$ cat src/rtl/des_key_schedule.sv
// des_key_schedule: iterative DES key schedule.
// Loads a 64-bit key through PC-1, then steps the C/D halves once per accepted
// subkey handshake. Each subkey is PC-2 of the current C/D registers.
// Encrypt order K1..K16 rotates left; decrypt order K16..K1 rotates right.
// Optional feature macro: DES_KS_PARITY_CHECK_EN (odd-parity check per key byte,
// reported on key_err). Without it key_err is tied low.
module des_key_schedule (
   input  logic        clk,
   input  logic        rst_n,
   input  logic        start,
   input  logic        decrypt,
   input  logic [1:64] key_in,
   input  logic        sk_ready,
   output logic        sk_valid,
   output logic [1:48] subkey_out,
   output logic [4:0]  round_idx,
   output logic        busy,
   output logic        done,
   output logic        key_err
);

   typedef enum logic {IDLE, RUN} state_t;

   state_t      state;
   logic [1:28] c_reg;
   logic [1:28] d_reg;
   logic [4:0]  round;
   logic        dir;

   logic [1:56] pc1_key;
   logic [1:28] c_load;
   logic [1:28] d_load;
   logic [4:0]  next_round;
   logic [4:0]  shift_idx;
   logic        two_step;
   logic [1:28] c_next;
   logic [1:28] d_next;

   // PC-1: drops the eight parity bits and splits the key into C (1..28) and D (29..56).
   function automatic logic [1:56] pc1(input logic [1:64] k);
      return {k[57], k[49], k[41], k[33], k[25], k[17], k[9],
              k[1],  k[58], k[50], k[42], k[34], k[26], k[18],
              k[10], k[2],  k[59], k[51], k[43], k[35], k[27],
              k[19], k[11], k[3],  k[60], k[52], k[44], k[36],
              k[63], k[55], k[47], k[39], k[31], k[23], k[15],
              k[7],  k[62], k[54], k[46], k[38], k[30], k[22],
              k[14], k[6],  k[61], k[53], k[45], k[37], k[29],
              k[21], k[13], k[5],  k[28], k[20], k[12], k[4]};
   endfunction

   // PC-2: selects 48 of the 56 C/D bits to form a round subkey.
   function automatic logic [1:48] pc2(input logic [1:56] cd);
      return {cd[14], cd[17], cd[11], cd[24], cd[1],  cd[5],
              cd[3],  cd[28], cd[15], cd[6],  cd[21], cd[10],
              cd[23], cd[19], cd[12], cd[4],  cd[26], cd[8],
              cd[16], cd[7],  cd[27], cd[20], cd[13], cd[2],
              cd[41], cd[52], cd[31], cd[37], cd[47], cd[55],
              cd[30], cd[40], cd[51], cd[45], cd[33], cd[48],
              cd[44], cd[49], cd[39], cd[56], cd[34], cd[53],
              cd[46], cd[42], cd[50], cd[36], cd[29], cd[32]};
   endfunction

   // Bit 1 is the MSB, so a left rotate moves bit 1 to position 28.
   function automatic logic [1:28] rotl(input logic [1:28] x, input logic two);
      return two ? {x[3:28], x[1:2]} : {x[2:28], x[1]};
   endfunction

   function automatic logic [1:28] rotr(input logic [1:28] x, input logic two);
      return two ? {x[27:28], x[1:26]} : {x[28], x[1:27]};
   endfunction

   // DES shift schedule: rounds 1, 2, 9 and 16 rotate by one, all others by two.
   function automatic logic shift_is_two(input logic [4:0] i);
      return !((i == 5'd1) || (i == 5'd2) || (i == 5'd9) || (i == 5'd16));
   endfunction

   assign pc1_key = pc1(key_in);

   // Encrypt starts at C1D1 (one left rotate); decrypt starts at C0D0, which equals C16D16.
   assign c_load = decrypt ? pc1_key[1:28]  : rotl(pc1_key[1:28], 1'b0);
   assign d_load = decrypt ? pc1_key[29:56] : rotl(pc1_key[29:56], 1'b0);

   // Next C/D for the round being entered; decrypt walks the schedule backwards.
   always_comb begin
      next_round = round + 5'd1;
      shift_idx  = dir ? (5'd18 - next_round) : next_round;
      two_step   = shift_is_two(shift_idx);
      c_next     = dir ? rotr(c_reg, two_step) : rotl(c_reg, two_step);
      d_next     = dir ? rotr(d_reg, two_step) : rotl(d_reg, two_step);
   end

   // Control FSM plus C/D key state; advances only on a subkey handshake.
   always_ff @(posedge clk or negedge rst_n) begin
      if (!rst_n) begin
         state    <= IDLE;
         c_reg    <= '0;
         d_reg    <= '0;
         round    <= '0;
         dir      <= 1'b0;
         sk_valid <= 1'b0;
         busy     <= 1'b0;
         done     <= 1'b0;
      end else begin
         done <= 1'b0;
         case (state)
            IDLE: begin
               if (start) begin
                  c_reg    <= c_load;
                  d_reg    <= d_load;
                  dir      <= decrypt;
                  round    <= 5'd1;
                  sk_valid <= 1'b1;
                  busy     <= 1'b1;
                  state    <= RUN;
               end
            end
            RUN: begin
               if (sk_ready) begin
                  if (round == 5'd16) begin
                     round    <= '0;
                     sk_valid <= 1'b0;
                     busy     <= 1'b0;
                     done     <= 1'b1;
                     state    <= IDLE;
                  end else begin
                     round <= next_round;
                     c_reg <= c_next;
                     d_reg <= d_next;
                  end
               end
            end
            default: state <= IDLE;
         endcase
      end
   end

   assign subkey_out = sk_valid ? pc2({c_reg, d_reg}) : '0;
   assign round_idx  = round;

`ifdef DES_KS_PARITY_CHECK_EN
   logic parity_fail;

   // A byte fails when its XOR is 0 (even number of ones).
   assign parity_fail = ~(^key_in[1:8])   | ~(^key_in[9:16])  |
                        ~(^key_in[17:24]) | ~(^key_in[25:32]) |
                        ~(^key_in[33:40]) | ~(^key_in[41:48]) |
                        ~(^key_in[49:56]) | ~(^key_in[57:64]);

   // Parity flag captured with each accepted start and held until the next one.
   always_ff @(posedge clk or negedge rst_n) begin
      if (!rst_n) begin
         key_err <= 1'b0;
      end else if (state == IDLE && start) begin
         key_err <= parity_fail;
      end
   end
`else
   assign key_err = 1'b0;
`endif

endmodule

$ cat config.mk
export PLATFORM = sky130hd
export DESIGN_NAME = des_key_schedule
export DESIGN_NICKNAME = d
export VERILOG_FILES = /design/src/rtl/des_key_schedule.sv
export SDC_FILE = /design/constraint.sdc
export NUM_CORES = 1
export LEC_CHECK = 0
export ABC_AREA = 1
export BUFFER_PORTS_ARGS = -buffer_cell sky130_fd_sc_hd__buf_2
export CAP_MARGIN = 15
export CELL_PAD_IN_SITES_DETAIL_PLACEMENT = 0
export CELL_PAD_IN_SITES_GLOBAL_PLACEMENT = 1
export CORE_MARGIN = 2
export CORE_UTILIZATION = 37
export DETAILED_ROUTE_END_ITERATION = 10
export PLACE_DENSITY = 0.8
export SLEW_MARGIN = 20
export SYNTH_ARGS = -nofsm -noshare
export SYNTH_HDL_FRONTEND = slang
export SYNTH_SLANG_ARGS = --single-unit
$ cat constraint.sdc
create_clock -name clk -period 3.4 [get_ports clk]
set_clock_uncertainty 0.2 [all_clocks]
set_input_delay 0.68 -clock clk [delete_from_list [all_inputs] [get_ports clk]]
set_output_delay 0.68 -clock clk [all_outputs]
set_load 0.02 [all_outputs]
==> results.toml <==
[outcome]
status = "complete, no violations"

[sta]
hold_slack_ps = 294.5
setup_tns_ps = 0
finalCriticalPeriod_ps = 2903
setup_violations = 0
max_freq_ghz = 0.3445
rsz0062_at_grt = "no"
period_share_pct = 85.38
hold_violations = 0
relSlewSlack_pct = 37.17
slew_viol_final = 0
worst_pin_slew_ps = 942.4

[cts]
clock_latency_ps = 330
cts_buffer_depth = 2
cts_tree = "done"
numClockSinks = 65
htreeDepth = 3
post_cts_buffers = 0
ctsHoldBuffers = 0
numCtsBuffers = 9
ctsResizeCount = 0
clk_pin_slew_worst_paths_ps = 60
cts-root-buf = "clkbuf_16"

[layout]
drive_gt1_share_pct = 15.06
fill_cells = 1651
nNetsFinal = 1076
n_antenna_cell = 0
final_area_um2 = 6345
syn_to_final_growth_pct = 15.57
final_cell_count_no_fill = 1193

[place]
place_congestion = 0.8313
placed_cells = 1177
dp_hpwl_mm = 11.23
place_area_um2 = 6093
numPortBuffers = 116

[synthesis]
synth.cell_area_um2 = 5490
async_reset_ff_share_pct = 100.0
synth_cells = 936
synthesis.nets = 1008
yosysMostFrequentCell = "nand3_1"
ys_ff_latch = 65
yosys_warnings = 0
synth_common_cells = "234 x nand3_1, 227 x nor2_1, 134 x nand2_1"
synth_top_area_share_pct = 29.63
ys.flop_type = "dfrtp_1"
ys_types = 23
yosysTopAreaCell = "dfrtp_1"
synth.area.top_cells = "dfrtp_1 30%, nand3_1 21%, nor2_1 16%"
synth.avg_cell_area_um2 = 5.866
ys_seq_area_share_pct = 29.63
synth_edf_count = 0

[global_route]
antenna_found_initial = 0
first_global_vias = 5889
grt_max_degree = 59
grt_overflow = 0
grt_use_total_pct = 21.69
grt_pass1_wl_mm = 28.95

[routing]
dr.pass1.iters = 7
first_iter_violations = 624
vias_per_cell = 5.336
post-route-drc-count = 0
routed_wl_mm = 17.40
wire_per_inst_um = 14.59
ant_nets = 0
vias = 6366

[setup_path]
end_kind = "register"
path_max_fanout = 56
crit_chain = "inv_1, ha_1, or2_2, a21oi_1, nand2_1, nor2_1, nand2_2, buf_4, nand3_1, nand3_1, nand3_1, a21oi_1"
cpMaxStageDelayCell = "dfrtp_1"
cp_data_arrival_time_ps = 2920
max_stage_delay_ps = 500
required_ps = 3410
cpMostUsedCell = "nand3_1"
critPathKind = "register to register"
cp-start-kind = "register"
ff2ff_setup_slack_ps = 500

[die]
die-height_um = 125.8
start_util_pct = 37.78
die_area_um2 = 15830
placementRows = 44
top_level_ports = 126
core_um2 = 14530
die_w_um = 125.8

[job]
max-cap-violations = 0

[pwr]
ir_drop_mv = 0.5623
leakage_uw = 0.003473
p_per_area_nw_per_um2 = 1205

[min_path]
holdCritPathClass = "input pin to asynchronous set/reset pin"
-- through the flow --
step | setup WS [ps] | power [uW] | utilization (%)
after floorplan | 787.8 | 5631 | -
after global placement | 561.5 | 6764 | 41.92
after detailed placement | 554.9 | 6786 | 41.92
after CTS | 542.9 | 7645 | 43.66
after global routing | 289.8 | 8439 | 43.66
final | 497.2 | 7647 | 43.66
-- layer usage --
layer | up-vias | global-route usage (%) | wire length, um
met2 | 232 | 33.99 | 7777
met5 | - | 0 | 0
li1 | 3214 | - | -
met3 | 17 | 2.846 | 1002
met1 | 2903 | 31.72 | 8419
met4 | 0 | 5.559 | 201
-- kinds of logic after synthesis --
| family | share of synthesized area, % |
|---|---|
| adders and majority gates | 0.6838 |
| buffers and inverters | 11.23 |
| AOI/OAI and AO/OA | 11.24 |
| other | 0.06830 |
| DFF | 29.63 |
| and+or+nand+nor | 47.15 |
-- path summary, 6_finish.rpt --
check	startpoint	to	cells past startpoint
setup / recovery	round_idx[0]$_DFFE_PN0P_	c_reg[8]$_DFFE_PN0P_	12
hold / removal	rst_n	c_reg[26]$_DFFE_PN0P_	1
setup reg to reg	round_idx[0]$_DFFE_PN0P_	c_reg[8]$_DFFE_PN0P_	12
hold reg to reg	c_reg[22]$_DFFE_PN0P_	c_reg[22]$_DFFE_PN0P_	2
max in group asynchronous	rst_n	d_reg[24]$_DFFE_PN0P_	2
min in group clk	c_reg[22]$_DFFE_PN0P_	c_reg[22]$_DFFE_PN0P_	2
-- power breakdown --
group	switching, uW	total, uW	internal (uW)
clock	332	828	496
combinational	3440	5250	1810
sequential	412	1570	1160
total	4180	7650	3470
-- final cells by class --
cell class,instances,area [um2],area share (%)
multi-input cells,731,3252,51.25
well taps,184,230.2,3.628
clock buffers,16,251.5,3.964
inverters,65,244.0,3.845
repair buffers,132,738.2,11.63
flip-flops and latches,65,1629,25.68
-- placed cells by master (no fill, tap or decap), types with 2 or more instances in the layout --
cell / count
a21oi_1: 58
buf_12: 3
buf_2: 116
buf_4: 13
clkbuf_1: 7
clkbuf_16: 9
dfrtp_1: 63
dfrtp_2: 2
ha_1: 3
inv_1: 63
inv_2: 2
nand2_1: 132
nand2_2: 5
nand3_1: 234
nand4_1: 3
nor2_1: 227
o21ai_0: 60
o22ai_1: 3
-- worst max-delay path, delay by kind of cell (launching register included) --
kind / cells / cell delay (ps)
AND/OR/NAND/NOR: 7 / 1040
flip-flops: 1 / 500
buffers and inverters: 2 / 450
AO/OA/AOI/OAI: 2 / 210
adder cells (fa/ha/maj): 1 / 360
No activity file was read; power rests on OpenSTA's default activity.
